--- config.mk ---
export PLATFORM = sky130hd
export DESIGN_NAME = best_array_streamer_flat
export DESIGN_NICKNAME = d
export VERILOG_FILES = /design/src/rtl/best_array_streamer_pkg.sv /design/src/rtl/best_array_streamer_if.sv /design/src/rtl/best_array_streamer_addr_gen.sv /design/src/rtl/best_array_streamer.sv /design/src/flat_wrapper.sv
export SDC_FILE = /design/constraint.sdc
export NUM_CORES = 1
export LEC_CHECK = 0
export ABC_AREA = 1
export ABC_CLOCK_PERIOD_IN_PS = 2800
export CORE_ASPECT_RATIO = 0.75
export CORE_MARGIN = 2
export CORE_UTILIZATION = 30
export DETAILED_ROUTE_END_ITERATION = 10
export GPL_ROUTABILITY_DRIVEN = 1
export PLACE_DENSITY = 0.59
export SLEW_MARGIN = 5
export SYNTH_ARGS = -nofsm -noshare
export SYNTH_HDL_FRONTEND = slang
export SYNTH_SLANG_ARGS = --single-unit
--- constraint.sdc ---
create_clock -name io_clk -period 2.8 [get_ports io_clk]
set_clock_uncertainty 0.15 [all_clocks]
set_input_delay 0.28 -clock io_clk [delete_from_list [all_inputs] [get_ports io_clk]]
set_output_delay 0.28 -clock io_clk [all_outputs]
set_load 0.02 [all_outputs]
--- src/rtl/best_array_streamer_pkg.sv ---
// Shared types for the ANN accelerator output streamer: word width, stream
// modes, FSM state encoding and the per-pass word-selection helper.
package ann_pkg;

  localparam int DATA_WIDTH = 11;

  typedef enum logic [1:0] {
    MODE_SPLIT      = 2'b00,  // all indices, then all distances
    MODE_IDX        = 2'b01,  // indices only
    MODE_DIST       = 2'b10,  // distances only
    MODE_INTERLEAVE = 2'b11   // index followed by its distance words
  } stream_mode_e;

  typedef enum logic [2:0] {
    ST_IDLE = 3'd0,
    ST_READ = 3'd1,
    ST_CAPT = 3'd2,
    ST_PUSH = 3'd3,
    ST_DONE = 3'd4
  } stream_state_e;

  // Returns {send_idx, send_dist} for a pass of the given mode.
  function automatic logic [1:0] pass_flags(input stream_mode_e m, input logic second_pass);
    logic [1:0] flags;
    case (m)
      MODE_SPLIT:      flags = second_pass ? 2'b01 : 2'b10;
      MODE_IDX:        flags = 2'b10;
      MODE_DIST:       flags = 2'b01;
      MODE_INTERLEAVE: flags = 2'b11;
      default:         flags = 2'b10;
    endcase
    return flags;
  endfunction

endpackage

--- src/rtl/best_array_streamer_if.sv ---
// Memory read port and output FIFO push port of the best-array streamer.
// master = streamer side, slave = memory/FIFO side.
interface best_array_streamer_if #(
  parameter int DATA_WIDTH = 11,
  parameter int DIST_WORDS = 2,
  parameter int ADDR_WIDTH = 9
);
  import ann_pkg::*;

  logic                             mem_ren;
  logic [ADDR_WIDTH-1:0]            mem_raddr;
  logic [DATA_WIDTH-1:0]            mem_ridx;
  logic [DIST_WORDS*DATA_WIDTH-1:0] mem_rdist;
  logic                             out_fifo_wenq;
  logic [DATA_WIDTH-1:0]            out_fifo_wdata;
  logic                             out_fifo_wfull_n;

  modport master (
    output mem_ren, mem_raddr,
    input  mem_ridx, mem_rdist,
    output out_fifo_wenq, out_fifo_wdata,
    input  out_fifo_wfull_n
  );

  modport slave (
    input  mem_ren, mem_raddr,
    output mem_ridx, mem_rdist,
    input  out_fifo_wenq, out_fifo_wdata,
    output out_fifo_wfull_n
  );

endinterface

--- src/rtl/best_array_streamer_addr_gen.sv ---
// Blocked px/x/y/xi traversal counters. The address is kept in a register and
// moved by a constant stride chosen by which counter rolls over, so the
// address path is a single adder.
module blocked_addr_gen #(
  parameter int ROW_SIZE   = 32,
  parameter int COL_SIZE   = 16,
  parameter int NUM_PX     = 2,
  parameter int BLOCKING   = 4,
  parameter int ADDR_WIDTH = 9
) (
  input  logic                  i_clk,
  input  logic                  i_rst_n,
  input  logic                  i_clr,
  input  logic                  i_step,
  output logic [ADDR_WIDTH-1:0] o_addr,
  output logic                  o_last
);
  import ann_pkg::*;

  localparam int X_NUM = ROW_SIZE / NUM_PX / BLOCKING;
  localparam int XIW   = (BLOCKING > 1) ? $clog2(BLOCKING) : 1;
  localparam int YW    = (COL_SIZE > 1) ? $clog2(COL_SIZE) : 1;
  localparam int XW    = (X_NUM > 1)    ? $clog2(X_NUM)    : 1;
  localparam int PXW   = (NUM_PX > 1)   ? $clog2(NUM_PX)   : 1;

  // Address deltas when the named counter steps and all inner ones wrap to 0.
  localparam logic [ADDR_WIDTH-1:0] D_XI = ADDR_WIDTH'(1);
  localparam logic [ADDR_WIDTH-1:0] D_Y  = ADDR_WIDTH'(ROW_SIZE - (BLOCKING - 1));
  localparam logic [ADDR_WIDTH-1:0] D_X  = ADDR_WIDTH'(BLOCKING - (BLOCKING - 1)
                                                       - (COL_SIZE - 1) * ROW_SIZE);
  localparam logic [ADDR_WIDTH-1:0] D_PX = ADDR_WIDTH'(ROW_SIZE / NUM_PX
                                                       - (X_NUM - 1) * BLOCKING
                                                       - (COL_SIZE - 1) * ROW_SIZE
                                                       - (BLOCKING - 1));

  logic [XIW-1:0]        r_xi;
  logic [YW-1:0]         r_y;
  logic [XW-1:0]         r_x;
  logic [PXW-1:0]        r_px;
  logic [ADDR_WIDTH-1:0] r_addr;
  logic                  w_xi_end;
  logic                  w_y_end;
  logic                  w_x_end;
  logic                  w_px_end;

  assign w_xi_end = (r_xi == XIW'(BLOCKING - 1));
  assign w_y_end  = (r_y  == YW'(COL_SIZE - 1));
  assign w_x_end  = (r_x  == XW'(X_NUM - 1));
  assign w_px_end = (r_px == PXW'(NUM_PX - 1));
  assign o_last   = w_xi_end & w_y_end & w_x_end & w_px_end;
  assign o_addr   = r_addr;

  // Step the innermost counter; on wrap, carry outward and apply that stride.
  always_ff @(posedge i_clk or negedge i_rst_n) begin
    if (!i_rst_n) begin
      r_xi   <= '0;
      r_y    <= '0;
      r_x    <= '0;
      r_px   <= '0;
      r_addr <= '0;
    end else if (i_clr) begin
      r_xi   <= '0;
      r_y    <= '0;
      r_x    <= '0;
      r_px   <= '0;
      r_addr <= '0;
    end else if (i_step) begin
      if (!w_xi_end) begin
        r_xi   <= r_xi + XIW'(1);
        r_addr <= r_addr + D_XI;
      end else if (!w_y_end) begin
        r_xi   <= '0;
        r_y    <= r_y + YW'(1);
        r_addr <= r_addr + D_Y;
      end else if (!w_x_end) begin
        r_xi   <= '0;
        r_y    <= '0;
        r_x    <= r_x + XW'(1);
        r_addr <= r_addr + D_X;
      end else if (!w_px_end) begin
        r_xi   <= '0;
        r_y    <= '0;
        r_x    <= '0;
        r_px   <= r_px + PXW'(1);
        r_addr <= r_addr + D_PX;
      end else begin
        // Last entry of the pass: everything wraps back to address 0.
        r_xi   <= '0;
        r_y    <= '0;
        r_x    <= '0;
        r_px   <= '0;
        r_addr <= '0;
      end
    end
  end

endmodule

--- src/rtl/best_array_streamer.sv ---
// Host-side output streamer: on a start pulse walks the best-match arrays in
// blocked order, reads index/distance per entry and pushes DATA_WIDTH-bit
// words into the output FIFO according to the selected stream mode.
module best_array_streamer #(
  parameter int DATA_WIDTH = ann_pkg::DATA_WIDTH,
  parameter int DIST_WORDS = 2,
  parameter int ROW_SIZE   = 32,
  parameter int COL_SIZE   = 16,
  parameter int NUM_PX     = 2,
  parameter int BLOCKING   = 4,
  parameter int NUM_QUERYS = ROW_SIZE * COL_SIZE,
  parameter int ADDR_WIDTH = $clog2(NUM_QUERYS),
  parameter int WS_WIDTH   = $clog2(NUM_QUERYS * (1 + DIST_WORDS) + 1)
) (
  input  logic                  io_clk,
  input  logic                  io_rst_n,
  input  logic                  send_best_arr,
  input  logic [1:0]            mode,
  best_array_streamer_if.master bus,
  output logic                  busy,
  output logic                  send_done,
  output logic [WS_WIDTH-1:0]   words_sent
);
  import ann_pkg::*;

  localparam int WCW = $clog2(DIST_WORDS + 2);

  localparam logic [2:0] S_IDLE = 3'(ST_IDLE);
  localparam logic [2:0] S_READ = 3'(ST_READ);
  localparam logic [2:0] S_CAPT = 3'(ST_CAPT);
  localparam logic [2:0] S_PUSH = 3'(ST_PUSH);
  localparam logic [2:0] S_DONE = 3'(ST_DONE);

  logic [2:0]                       r_state;
  logic [2:0]                       w_next_state;
  stream_mode_e                     r_mode;
  logic                             r_pass2;
  logic                             r_send_idx;
  logic                             r_send_dist;
  logic                             r_mem_ren;
  logic                             r_push_valid;
  logic                             r_busy;
  logic                             r_send_done;
  logic [DIST_WORDS*DATA_WIDTH-1:0] r_hold_dist;
  logic [WCW-1:0]                   r_word_cnt;
  logic [WCW-1:0]                   w_entry_words;
  logic [WCW-1:0]                   w_next_k;
  logic [DATA_WIDTH-1:0]            r_wdata;
  logic [DATA_WIDTH-1:0]            w_first_word;
  logic [DATA_WIDTH-1:0]            w_next_word;
  logic [WS_WIDTH-1:0]              r_words_sent;
  logic [ADDR_WIDTH-1:0]            w_addr;
  logic                             w_addr_last;
  logic                             w_start;
  logic                             w_push;
  logic                             w_last_word;
  logic                             w_step;
  logic                             w_more_pass;

  blocked_addr_gen #(
    .ROW_SIZE   (ROW_SIZE),
    .COL_SIZE   (COL_SIZE),
    .NUM_PX     (NUM_PX),
    .BLOCKING   (BLOCKING),
    .ADDR_WIDTH (ADDR_WIDTH)
  ) u_addr_gen (
    .i_clk   (io_clk),
    .i_rst_n (io_rst_n),
    .i_clr   (w_start),
    .i_step  (w_step),
    .o_addr  (w_addr),
    .o_last  (w_addr_last)
  );

  // Start is honoured only from IDLE, so pulses while busy fall through.
  assign w_start = (r_state == S_IDLE) & send_best_arr;

  // The word and its valid are registered; the enable is the valid masked by
  // the live not-full so a push never lands on a full FIFO and a stalled word
  // simply stays presented.
  assign w_push      = r_push_valid & bus.out_fifo_wfull_n;
  assign w_entry_words = (r_send_idx  ? WCW'(1)          : WCW'(0))
                       + (r_send_dist ? WCW'(DIST_WORDS) : WCW'(0));
  assign w_last_word = (r_word_cnt == (w_entry_words - WCW'(1)));
  assign w_step      = w_push & w_last_word;
  assign w_more_pass = (r_mode == MODE_SPLIT) & ~r_pass2;

  // Index is always word 0 of an entry, so it goes straight into the output
  // word register; only the distance needs holding for later words.
  assign w_first_word = r_send_idx ? bus.mem_ridx : bus.mem_rdist[DATA_WIDTH-1:0];
  assign w_next_k     = r_send_idx ? r_word_cnt : (r_word_cnt + WCW'(1));

  // Select the distance word that follows the one currently presented.
  always_comb begin
    w_next_word = {DATA_WIDTH{1'b0}};
    for (int k = 0; k < DIST_WORDS; k++) begin
      if (w_next_k == WCW'(k)) begin
        w_next_word = r_hold_dist[k*DATA_WIDTH +: DATA_WIDTH];
      end else begin
        w_next_word = w_next_word;
      end
    end
  end

  // Next-state decode of the stream FSM.
  always_comb begin
    w_next_state = r_state;
    case (r_state)
      S_IDLE: begin
        if (send_best_arr) w_next_state = S_READ;
        else               w_next_state = S_IDLE;
      end
      S_READ: w_next_state = S_CAPT;
      S_CAPT: w_next_state = S_PUSH;
      S_PUSH: begin
        if (w_step) begin
          if (!w_addr_last || w_more_pass) w_next_state = S_READ;
          else                             w_next_state = S_DONE;
        end else begin
          w_next_state = S_PUSH;
        end
      end
      S_DONE:  w_next_state = S_IDLE;
      default: w_next_state = S_IDLE;
    endcase
  end

  // State register and all registered datapath/status outputs.
  always_ff @(posedge io_clk or negedge io_rst_n) begin
    if (!io_rst_n) begin
      r_state      <= S_IDLE;
      r_mode       <= MODE_SPLIT;
      r_pass2      <= 1'b0;
      r_send_idx   <= 1'b0;
      r_send_dist  <= 1'b0;
      r_mem_ren    <= 1'b0;
      r_push_valid <= 1'b0;
      r_busy       <= 1'b0;
      r_send_done  <= 1'b0;
      r_hold_dist  <= '0;
      r_word_cnt   <= '0;
      r_wdata      <= '0;
      r_words_sent <= '0;
    end else begin
      r_state   <= w_next_state;
      r_mem_ren <= (w_next_state == S_READ);
      case (r_state)
        S_IDLE: begin
          if (send_best_arr) begin
            r_mode                    <= stream_mode_e'(mode);
            {r_send_idx, r_send_dist} <= pass_flags(stream_mode_e'(mode), 1'b0);
            r_pass2                   <= 1'b0;
            r_busy                    <= 1'b1;
            r_send_done               <= 1'b0;
            r_words_sent              <= '0;
          end
        end
        S_CAPT: begin
          r_hold_dist  <= bus.mem_rdist;
          r_word_cnt   <= '0;
          r_wdata      <= w_first_word;
          r_push_valid <= 1'b1;
        end
        S_PUSH: begin
          if (w_push) begin
            r_words_sent <= r_words_sent + WS_WIDTH'(1);
            r_word_cnt   <= r_word_cnt + WCW'(1);
            if (w_last_word) begin
              r_push_valid <= 1'b0;
              if (w_addr_last) begin
                if (w_more_pass) begin
                  r_pass2                   <= 1'b1;
                  {r_send_idx, r_send_dist} <= pass_flags(r_mode, 1'b1);
                end else begin
                  r_busy      <= 1'b0;
                  r_send_done <= 1'b1;
                end
              end
            end else begin
              r_wdata <= w_next_word;
            end
          end
        end
        default: ;
      endcase
    end
  end

  assign bus.mem_ren        = r_mem_ren;
  assign bus.mem_raddr      = w_addr;
  assign bus.out_fifo_wenq  = w_push;
  assign bus.out_fifo_wdata = r_wdata;
  assign busy               = r_busy;
  assign send_done          = r_send_done;
  assign words_sent         = r_words_sent;

endmodule

--- src/flat_wrapper.sv ---
// flat-port wrapper written by rule: the top's interface ports become plain ports
module best_array_streamer_flat import ann_pkg::*;
#(
  parameter int DATA_WIDTH = ann_pkg::DATA_WIDTH,
  parameter int DIST_WORDS = 2,
  parameter int ROW_SIZE   = 32,
  parameter int COL_SIZE   = 16,
  parameter int NUM_PX     = 2,
  parameter int BLOCKING   = 4,
  parameter int NUM_QUERYS = ROW_SIZE * COL_SIZE,
  parameter int ADDR_WIDTH = $clog2(NUM_QUERYS),
  parameter int WS_WIDTH   = $clog2(NUM_QUERYS * (1 + DIST_WORDS) + 1)
)
  (io_clk, io_rst_n, send_best_arr, mode, busy, send_done, words_sent, bus_mem_ren, bus_mem_raddr, bus_mem_ridx, bus_mem_rdist, bus_out_fifo_wenq, bus_out_fifo_wdata, bus_out_fifo_wfull_n);
  best_array_streamer_if #(.DATA_WIDTH(DATA_WIDTH), .DIST_WORDS(DIST_WORDS), .ADDR_WIDTH(ADDR_WIDTH)) bus_i ();
  input  logic io_clk;
  input  logic io_rst_n;
  input  logic send_best_arr;
  input  logic [1:0] mode;
  output logic busy;
  output logic send_done;
  output logic [WS_WIDTH-1:0] words_sent;
  output wire logic [$bits(bus_i.mem_ren)-1:0] bus_mem_ren;
  output wire logic [$bits(bus_i.mem_raddr)-1:0] bus_mem_raddr;
  input wire logic [$bits(bus_i.mem_ridx)-1:0] bus_mem_ridx;
  input wire logic [$bits(bus_i.mem_rdist)-1:0] bus_mem_rdist;
  output wire logic [$bits(bus_i.out_fifo_wenq)-1:0] bus_out_fifo_wenq;
  output wire logic [$bits(bus_i.out_fifo_wdata)-1:0] bus_out_fifo_wdata;
  input wire logic [$bits(bus_i.out_fifo_wfull_n)-1:0] bus_out_fifo_wfull_n;
  assign bus_mem_ren = bus_i.mem_ren;
  assign bus_mem_raddr = bus_i.mem_raddr;
  assign bus_i.mem_ridx = bus_mem_ridx;
  assign bus_i.mem_rdist = bus_mem_rdist;
  assign bus_out_fifo_wenq = bus_i.out_fifo_wenq;
  assign bus_out_fifo_wdata = bus_i.out_fifo_wdata;
  assign bus_i.out_fifo_wfull_n = bus_out_fifo_wfull_n;
  best_array_streamer #(.DATA_WIDTH(DATA_WIDTH), .DIST_WORDS(DIST_WORDS), .ROW_SIZE(ROW_SIZE), .COL_SIZE(COL_SIZE), .NUM_PX(NUM_PX), .BLOCKING(BLOCKING), .NUM_QUERYS(NUM_QUERYS), .ADDR_WIDTH(ADDR_WIDTH), .WS_WIDTH(WS_WIDTH)) u_core (.io_clk(io_clk), .io_rst_n(io_rst_n), .send_best_arr(send_best_arr), .mode(mode), .bus(bus_i), .busy(busy), .send_done(send_done), .words_sent(words_sent));
endmodule
After elaboration in Yosys (flattened, before gate mapping)
Index checks and enable logic that the tools add are counted.
{"block": "totals", "ff_bits": 76, "input_bits": 39, "elab_cells": 159}
{"block": "op_classes", "addsub": 11, "eq_ne": 22, "n_mux": 76, "bitwise": 8, "n_reduce_logical": 24}
{"cell": "11-bit 2-to-1 mux", "n": 7}
{"cell": "9-bit 2-to-1 mux", "n": 6}
{"cell": "11-bit one-hot mux with 2 select lines", "n": 2}
{"cell": "1-bit 2-to-1 mux", "n": 34}
{"cell": "2-bit 2-to-1 mux", "n": 11}
{"cell": "4-bit 2-to-1 mux", "n": 4}
{"cell": "2-bit == test, second input constant", "n": 6}
{"cell": "1-bit one-hot mux with 2 select lines", "n": 6}
{"cell": "2-bit one-hot mux with 3 select lines", "n": 2}
{"cell": "3-bit one-hot mux with 4 select lines", "n": 1}
{"cell": "3-bit AND reduction", "n": 4}
{"cell": "6-bit AND reduction", "n": 2}
{"cell": "2-bit nonzero test", "n": 6}
{"cell": "11-bit by 1-bit adder with 11-bit output, second input constant", "n": 1}
{"cell": "9-bit by 1-bit adder with 9-bit output, second input constant", "n": 1}
{"cell": "9-bit by 5-bit adder with 9-bit output, second input constant", "n": 1}
{"cell": "9-bit by 6-bit adder with 9-bit output, second input constant", "n": 1}
{"cell": "2-bit by 1-bit inequality test with 1-bit output, second input constant", "n": 4}
{"cell": "1-bit bitwise AND", "n": 7}
{"cell": "2-bit by 1-bit adder with 2-bit output, second input constant", "n": 3}
{"cell": "2-bit by 1-bit == test with 1-bit output, second input constant", "n": 3}
{"cell": "3-bit by 1-bit == test with 1-bit output, second input constant", "n": 2}
{"cell": "3-bit by 2-bit == test with 1-bit output, second input constant", "n": 2}
{"cell": "2-bit zero test", "n": 3}
{"cell": "other kinds (16)", "n": 22}

Logic depth before layout (Yosys ltp)
Gate-level depths: netlist of the first run.
{"block": "logic_depth", "depth_word": 10, "depth_mapped": 11}

Hierarchy
Synthesis of the first run repeated with hierarchy kept, for this count alone.
{"block": "hier_totals", "cells_unflattened": 586, "hier_area_um2": 4252.8}
{"mod": "best_array_streamer", "n_inst": 1, "cells_per_inst": 405, "area_per_inst_um2": 2977.9, "seq_area_each_um2": 1451.4}
{"mod": "blocked_addr_gen", "n_inst": 1, "cells_per_inst": 181, "area_per_inst_um2": 1275.0, "seq_area_each_um2": 450.4}

Worst setup path after synthesis of the first run
Ideal clock, no wire load.
{"block": "synth_path", "path_type": "flip-flop to flip-flop", "from": "reg u_core.u_addr_gen.r_xi[0]", "to": "reg u_core.r_busy (netlist: u_core.busy)", "setup_ns": 0.117, "arrival_time_ns": 1.396, "slack_ns": 1.137, "stages_incl_launch_ff": 11, "synth_period_minus_slack_ns": 1.663, "path_cell_list": "dfrtp_1 -> ha_1 -> buf_2 -> inv_1 -> nor2_1 -> nand2_1 -> or2_1 -> nor2_1 -> nand2_1 -> inv_1 -> nor2_1"}
{"block": "synth_via", "elab_chain_cells": 6}
{"element": "from (decl)", "line_no": "best_array_streamer_addr_gen.sv:36", "rtl": "logic [XIW-1:0] r_xi;"}
{"element": "from (signal assigned)", "line_no": "best_array_streamer_addr_gen.sv:69", "rtl": "r_xi <= r_xi + XIW'(1);"}
{"element": "2-bit == test", "line_no": "best_array_streamer_addr_gen.sv:46", "rtl": "assign w_xi_end = (r_xi == XIW'(BLOCKING - 1));"}
{"element": "1-bit bitwise AND (3 in series)", "line_no": "best_array_streamer_addr_gen.sv:50", "rtl": "assign o_last = w_xi_end & w_y_end & w_x_end & w_px_end;"}
{"element": "2-bit by 1-bit inequality test with 1-bit output (no source line)"}
{"element": "6-bit AND reduction (no source line)"}
{"element": "to (signal assigned)", "line_no": "best_array_streamer.sv:138", "rtl": "r_busy <= 1'b0;"}
{"element": "to (signal assigned)", "line_no": "best_array_streamer.sv:153", "rtl": "r_busy <= 1'b1;"}
{"element": "to (signal assigned)", "line_no": "best_array_streamer.sv:175", "rtl": "r_busy <= 1'b0;"}
{"element": "to (decl)", "line_no": "best_array_streamer.sv:42", "rtl": "logic r_busy;"}
Every way passes these cells.
A chain may end at the register's enable or synchronous reset.

Worst setup path in the final report of the first run
{"block": "layout_path", "from": "reg u_core.r_send_idx", "to": "reg u_core.u_addr_gen.r_y[3]"}
{"block": "layout_via", "elab_chain_cells": 7}
{"element": "from (decl)", "line_no": "best_array_streamer.sv:38", "rtl": "logic r_send_idx;"}
{"element": "from (signal assigned)", "line_no": "best_array_streamer.sv:151", "rtl": "{r_send_idx, r_send_dist} <= pass_flags(stream_mode_e'(mode), 1'b0);"}
{"element": "from (signal assigned)", "line_no": "best_array_streamer.sv:173", "rtl": "{r_send_idx, r_send_dist} <= pass_flags(r_mode, 1'b1);"}
{"element": "1-bit 2-to-1 mux", "line_no": "best_array_streamer.sv:82", "rtl": "assign w_entry_words = (r_send_idx ? WCW'(1) : WCW'(0))"}
{"element": "2-bit adder", "line_no": "best_array_streamer.sv:83", "rtl": "+ (r_send_dist ? WCW'(DIST_WORDS) : WCW'(0));"}
{"element": "2-bit by 1-bit subtractor with 2-bit output", "line_no": "best_array_streamer.sv:84", "rtl": "assign w_last_word = (r_word_cnt == (w_entry_words - WCW'(1)));"}
{"element": "2-bit == test", "line_no": "best_array_streamer.sv:84"}
{"element": "1-bit bitwise AND", "line_no": "best_array_streamer.sv:85", "rtl": "assign w_step = w_push & w_last_word;"}
{"element": "2-bit nonzero test (no source line)"}
{"element": "2-bit AND reduction (no source line)"}
{"element": "to (signal assigned)", "line_no": "best_array_streamer_addr_gen.sv:73", "rtl": "r_y <= r_y + YW'(1);"}
{"element": "to (decl)", "line_no": "best_array_streamer_addr_gen.sv:37", "rtl": "logic [YW-1:0] r_y;"}
Every way passes these cells.

==> summary.txt, run 1 <==
Clock network
  – Worst-Skew Late Latency: 330 ps
  – Total CTS buffers: 9
  – CTS clk-pin slew, worst paths: 60 ps
  – TritonCTS clock tree: yes
  – CTS sink count: 76
  – Postcts setup bufs: 0
  – H-Tree Depth: 3
  – Root Buffer: clkbuf_16
  – Maximum clock insertion buffer count: 2

Power and ir drop
  – Leak: 2.594 nW
  – Switching Fraction: 0.4332
  – Switching power total: 0.002569 W
  – Power share of the combinational group: 0.472
  – Internal: 0.003362 W
  – Sequential fraction of design power: 0.331
  – Clock share of power: 0.196
  – Peak supply drop: 0.5845 mV
  – PD cells: 1122 nW/um2

Worst setup path
  – Startpoint types: flip-flop
  – Critical path class: flip-flop to flip-flop
  – CP most frequent cell: nand2_1
  – Reg2Reg Setup Slack: 700 ps
  – CP required: 2860 ps
  – CP delay by family, top: simple AND/OR/NAND/NOR gates
  – CP Buf/Inv Count: 0
  – CP Max Fanout: 14
  – Setup crit end kind: flip-flop
  – Largest stage delay, worst path: 660 ps
  – Worst path arrival time: 2160 ps
  – Slowest-stage cell, CP: dfrtp_1
  – Crit path cell chain: nand2_1, nand3_1, nand3_2, nand2_1, nand2_1, nand2_1, o21ai_0

Placed design
  – Dpl hpwl: 8.230 mm
  – Post-DP Area: 4974 um2
  – GPL Wtd Cong: 0.8625
  – # port buffers: 73

Synth
  – Yosys Warn Count: 0
  – Post-synthesis register bit count: 76
  – Synth cell types: 32
  – Yosys top cell area share: 0.4677
  – Register area share after synthesis: 0.4677
  – Top post-synthesis cells by area: dfrtp_1 47%, nand2_1 19%, nand3_1 6.3%
  – Mapped Cells: 550
  – Area leader, netlist: dfrtp_1
  – Synth Net Count: 594
  – Mean post-synth cell area: 7.393 um2
  – Mapped cell area: 4066 um2

Global routing
  – Remaining Overflow, GRT: 0
  – Met1 capacity usage during global routing: 0.2256
  – Met3 track utilization from global routing: 0.03850
  – Initial antenna violation count: 0
  – GR Util All Layers: 0.1586
  – GRT busiest layer: met2
  – Vias in the first global route: 3793
  – First-pass GRT wire length: 18.75 mm
  – Met2 Use GR: 0.2373
  – Largest net degree at the start of global routing: 45

Final layout
  – Layout cells sized above 1: 0.05882
  – Fin nets: 668
  – P&R area growth vs syn: 30.03%
  – Most frequent cells in the layout: 209 x nand2_1, 76 x dfrtp_1, 72 x clkdlybuf4s50_1
  – Diodes inserted: 0
  – Final non-filler cell area: 5288 um2
  – Most common cell after layout, fill and taps aside: nand2_1

Floorplanning
  – Starting Density: 0.3102
  – Cell Rows: 36
  – I/O pin cnt: 74
  – Die Area: 14510 um2
  – Die height: 104.8 um
  – Core area: 13110 um2
  – Chip width: 138.4 um

Drt
  – Vias: 3888
  – Post-route ant nets: 0
  – Via density: 4.860
  – 1st-iter DRT viols: 285
  – Number of remaining DRC errors: 0
  – Wire per inst: 13.74 um
  – Final WL: 10.99 mm
  – DRT Pass-1 Iters: 5

Timing
  – Final period util: 0.7492
  – Fmax achieved: 476.7 MHz
  – Slew of the pin with the lowest slew margin: 733.4 ps
  – RSZ-0062 raised after global routing: false
  – Fin. Hold Viols: 0
  – TNS Setup: 0 ps
  – Clock period minus worst slack: 2098 ps
  – Headroom to the max-slew limit: 0.5106
  – Setup violations, final: 0
  – Max-slew violations: 0

Min path
  – Hold Crit Class: flip-flop to flip-flop

Job
  – Max Cap Viol: 0

Outcome
  – Outcome: complete, no violations
[timing repair]
action,in CTS,in global routing
gates resized for setup,0,0
endpoints found under the setup margin,0,0
hold buffers,1,0
endpoints found under the hold margin,42,0
[routing by layer]
metal	vias to the layer above	share of wire	wire length (um)
li1	1927	-	-
met1	1835	0.48	5315
met2	113	0.44	4825
met3	13	0.064	701
met4	0	0.014	151
met5	-	0	0
[layout make-up]
type                            instances  area, um2
Fill cell                            1319       7820
Multi-Input combinational cell        415       1927
Sequential cell                        76       1902
Clock buffer                           12      256.5
Inverter                               42      157.7
Timing Repair Buffer                   80      783.3
Tap cell                              171      214.0
Clock inverter                          4      47.55
[synth_stat cells]
library cell	n
nor2_8	1
o21ai_0	30
clkbuf_1	6
nand4_1	9
nor2_4	1
o22ai_1	3
or2_2	1
inv_2	3
o21ai_1	3
ha_1	5
o31ai_1	3
o211ai_1	2
xor2_1	8
inv_1	39
or2_0	2
a31oi_1	1
nand3b_1	2
nor3_1	8
nor2_1	48
or2_1	1
dfrtp_1	76
a21oi_1	15
nand3_2	4
buf_6	1
nand3_1	51
nor2_2	1
nand2_4	2
buf_2	7
nand2_2	2
nand2_1	209
o21a_1	3
buf_1	3
[worst paths after layout]
kind,startpoint,end,cells after the start
hold reg to reg,u_core.r_hold_dist[11]$_DFFE_PN0P_,u_core.r_hold_dist[11]$_DFFE_PN0P_,2
setup reg to reg,u_core.r_send_idx$_DFFE_PN0P_,u_core.u_addr_gen.r_y[3]$_DFFE_PN0P_,7
max in group asynchronous,io_rst_n,u_core.r_hold_dist[12]$_DFFE_PN0P_,3
hold / removal,u_core.r_hold_dist[11]$_DFFE_PN0P_,u_core.r_hold_dist[11]$_DFFE_PN0P_,2
setup / recovery,u_core.r_send_idx$_DFFE_PN0P_,u_core.u_addr_gen.r_y[3]$_DFFE_PN0P_,7
min in group asynchronous,io_rst_n,u_core.u_addr_gen.o_addr[8]$_DFFE_PN0P_,2
[flip-flops by register name, indices dropped and copies added (netlist names), 2 cells and up]
register                   flops
u_core.bus.out_fifo_wdata     11
u_core.u_addr_gen.r_y          4
u_core.words_sent             11
u_core.r_state                 3
u_core.r_hold_dist            22
u_core.u_addr_gen.r_xi         2
u_core.u_addr_gen.r_x          2
u_core.r_mode                  2
u_core.u_addr_gen.o_addr       9
u_core.r_word_cnt              2
[through the flow]
step	util	setup WS [ps]	hold slack, ps	instances	power, W
after floorplan	-	1137	-165.6	550	0.003752
after global placement	0.3794	635.5	170.7	783	0.004716
after detailed placement	0.3794	605.9	173.4	783	0.004775
after CTS	0.4034	691.9	329.9	800	0.005969
after global routing	0.4034	459.3	338.1	800	0.006444
final	0.4034	702.3	325.7	800	0.005931
[worst reg2reg max path: cells and delay by family (launching register included)]
family,cells,cell delay (ps)
AND/OR/NAND/NOR,6,1080
flip-flops,1,660
AO/OA/AOI/OAI,1,90
[power groups by stage]
stage | combinational, W | clock, W | sequential (W)
finish | 0.00280 | 0.00116 | 0.00196
global route | 0.00317 | 0.00124 | 0.00203
CTS | 0.00281 | 0.00120 | 0.00196
detailed placement | 0.00280 | 0 | 0.00198
global placement | 0.00276 | 0 | 0.00196
floorplan | 0.00166 | 0 | 0.00209
[cells by family (layout without fill, tap and decap cells)]
family                     Yosys count  in the layout  share of synthesized area
DFF                                 76             76                     0.4677
and+or+nand+nor                    342            342                     0.3612
xor gates and xnor gates             8              8                    0.01723
buffers and inverters               59            138                    0.05846
adders and majority gates            5              5                    0.01538
AOI/OAI and AO/OA                   60             60                    0.08000
Power figures use the tool's default switching activity.
==> run 2, diff against run 1 <==
--- a/config.mk
+++ b/config.mk
@@ -6,7 +6,7 @@
 export NUM_CORES = 1
 export LEC_CHECK = 0
 export ABC_AREA = 1
-export ABC_CLOCK_PERIOD_IN_PS = 2800
+export ABC_CLOCK_PERIOD_IN_PS = 2100
 export CORE_ASPECT_RATIO = 0.75
 export CORE_MARGIN = 2
 export CORE_UTILIZATION = 30
==> constraint.sdc (replaced) <==
create_clock -name io_clk -period 2.1 [get_ports io_clk]
set_clock_uncertainty 0.15 [all_clocks]
set_input_delay 0.21 -clock io_clk [delete_from_list [all_inputs] [get_ports io_clk]]
set_output_delay 0.21 -clock io_clk [all_outputs]
set_load 0.02 [all_outputs]
==> run 2 against run 1 <==
  * Global-route usage is 0.24 points lower
  * Critical path type is now flip-flop to output port
  * Critical endpoint is now bus_out_fifo_wenq
  * Register-to-register slack worse by 480 ps
  * Critical path depth is 4 lower
  * Worst hold slack worse by 87 ps
  * Die area stayed put
  * First-iteration DRC count is 1.1% lower
  * Wire length is 1.3% lower
  * Count of clock-buffer cells in the layout is 1 lower
  * Largest power group unchanged
  * Sequential cell count stayed put
==> summary.txt, run 2 (same netlist as run 1, synthesis figures left out) <==
Outcome
  – Outcome: complete, no violations (unchanged)

Job
  – Max Cap Viol: 0 (unchanged)

Worst setup path
  – Path depth of the worst reg2reg path: 9 (was 7)
  – Reg2reg end: u_core.busy$_DFFE_PN0P_ (was u_core.u_addr_gen.r_y[3]$_DFFE_PN0P_)
  – Setup crit end kind: output port (was flip-flop)
  – Setup crit start: u_core.r_push_valid$_DFFE_PN0P_ (was u_core.r_send_idx$_DFFE_PN0P_)
  – Reg2Reg Setup Slack: 220 ps (was 700 ps)
  – Crit path cell chain: nand2_1, inv_1, clkdlybuf4s50_1 (was nand2_1, nand3_1, nand3_2, nand2_1, nand2_1, nand2_1, o21ai_0)
  – Startpoint types: flip-flop (unchanged)
  – Slowest-stage cell, CP: clkdlybuf4s50_1 (was dfrtp_1)
  – Worst path arrival time: 1630 ps (was 2160 ps)
  – CP Max Fanout: 4 (was 14)
  – Largest stage delay, worst path: 650 ps (was 660 ps)
  – CP required: 1740 ps (was 2860 ps)
  – Critical path class: flip-flop to output port (was flip-flop to flip-flop)
  – Worst r2r src: u_core.u_addr_gen.r_y[0]$_DFFE_PN0P_ (was u_core.r_send_idx$_DFFE_PN0P_)

Final layout
  – Register area: 1902 um2 (unchanged)
  – Multi-input gate area: 1927 um2 (unchanged)
  – Fillers: 1265 (was 1319)
  – Diodes inserted: 0 (unchanged)
  – Filler-free cell count of the finished design: 806 (was 800)
  – Fin nets: 675 (was 668)
  – Reg with most FFs: u_core.r_hold_dist (unchanged)
  – Max reg flops: 22 (unchanged)
  – P&R area growth vs syn: 32.15% (was 30.03%)
  – Layout cells sized above 1: 0.06929 (was 0.05882)
  – Most common cell after layout, fill and taps aside: nand2_1 (unchanged)
  – Most frequent cells in the layout: 209 x nand2_1, 76 x dfrtp_1, 72 x clkdlybuf4s50_1 (unchanged)

Power and ir drop
  – Leak: 2.641 nW (was 2.594 nW)
  – Peak supply drop: 0.5326 mV (was 0.5845 mV)
  – Total power: 0.008084 W (was 0.005931 W)
  – PD cells: 1504 nW/um2 (was 1122 nW/um2)

Global routing
  – Initial antenna violation count: 0 (unchanged)
  – Largest net degree at the start of global routing: 41 (was 45)
  – GR Util All Layers: 0.1562 (was 0.1586)
  – First-pass GRT wire length: 18.38 mm (was 18.75 mm)
  – Vias in the first global route: 3686 (was 3793)
  – Remaining Overflow, GRT: 0 (unchanged)

Placed design
  – GPL Wtd Cong: 0.8638 (was 0.8625)
  – # port buffers: 73 (unchanged)
  – Dpl hpwl: 8.269 mm (was 8.230 mm)
  – Dpl cells: 790 (was 783)

Floorplanning
  – Die height: 104.8 um (unchanged)
  – I/O pin cnt: 74 (unchanged)
  – Chip width: 138.4 um (unchanged)
  – Starting Density: 0.3102 (unchanged)
  – Cell Rows: 36 (unchanged)
  – Die Area: 14510 um2 (unchanged)
  – Core area: 13110 um2 (unchanged)

Timing
  – Fin. Hold Viols: 0 (unchanged)
  – Clock period minus worst slack: 1990 ps
  – Final period util: 0.9477
  – Fmax achieved: 502.5 MHz
  – RSZ-0062 raised after global routing: false (unchanged)
  – Setup violations, final: 0 (unchanged)
  – Slew of the pin with the lowest slew margin: 506.0 ps (was 733.4 ps)
  – Headroom to the max-slew limit: 0.6627 (was 0.5106)
  – Max-slew violations: 0 (unchanged)
  – TNS Setup: 0 ps (unchanged)

Drt
  – Via density: 4.736 (was 4.860)
  – Wire per inst: 13.47 um (was 13.74 um)
  – Vias: 3817 (was 3888)
  – Post-route ant nets: 0 (unchanged)
  – Number of remaining DRC errors: 0 (unchanged)
  – 1st-iter DRT viols: 282 (was 285)
  – DRT Pass-1 Iters: 5 (unchanged)
  – Final WL: 10.85 mm (was 10.99 mm)

Clock network
  – Maximum clock insertion buffer count: 2 (unchanged)
  – CTS clk-pin slew, worst paths: 60 ps (about the same)
  – Worst-Skew Late Latency: 330 ps (about the same)
  – Root Buffer: clkbuf_16 (unchanged)
  – CTS sink count: 76 (unchanged)
  – Postcts setup bufs: 0 (unchanged)
  – H-Tree Depth: 3 (unchanged)
  – TritonCTS clock tree: yes (unchanged)
  – Total CTS buffers: 9 (unchanged)

Min path
  – Hold Crit Class: primary input to asynchronous set/reset pin (was flip-flop to flip-flop)
[run 2: how the worst max path moves through the flow]
stage	end	slack (ps)	cells after the start
6_report	bus_out_fifo_wenq	110	3
5_1_grt	u_core.busy$_DFFE_PN0P_	20	9
4_1_cts	bus_out_fifo_wenq	110	3
3_5_place_dp	u_core.words_sent[8]$_DFFE_PN0P_	150	9
3_3_place_gp	u_core.words_sent[8]$_DFFE_PN0P_	150	9
2_1_floorplan	u_core.busy$_DFFE_PN0P_	440	10
[run 2: layout make-up]
class | count | area share
clock buffers | 11 | 0.04703
flip-flops and latches | 76 | 0.3539
repair buffers | 87 | 0.1579
well taps | 171 | 0.03981
clock inverters | 4 | 0.01350
inverters | 42 | 0.02934
multi-input cells | 415 | 0.3586
[run 2: per-layer routing]
layer	GRT usage	vias up	share of wire
li1	-	1932	-
met1	0.2299	1773	0.51
met2	0.2288	100	0.43
met3	0.03391	12	0.046
met4	0.04810	0	0.014
met5	0	-	0
[run 2: power by group]
group	internal, W	switching (W)	total (W)
registers	0.00209	0.000511	0.00260
logic	0.00147	0.00234	0.00381
clock network	0.00110	0.000582	0.00168
[run 2: what timing repair did]
| item | 4_1_cts | 5_1_grt |
|---|---|---|
| gates resized for setup | 0 | 0 |
| hold buffers | 1 | 0 |
| endpoints found under the hold margin | 36 | 0 |
[run 2: critical path: cells and delay by family, from the launching register on]
family	cells	cell delay (ps)
DFF	1	390
and+or+nand+nor	1	90
buffers and inverters	2	820
[run 2: stage by stage]
step                cell area [um2]  hold slack (ps)    util  worst slack [ps]
floorplan                      4066           -235.6       -             437.0
global placement               5039            54.98  0.3844             149.9
detailed placement             5039            60.95  0.3844             145.2
CTS                            5374            250.0  0.4100             110.4
global route                   5374            279.7  0.4100             20.07
finish                         5374            238.8  0.4100             109.9
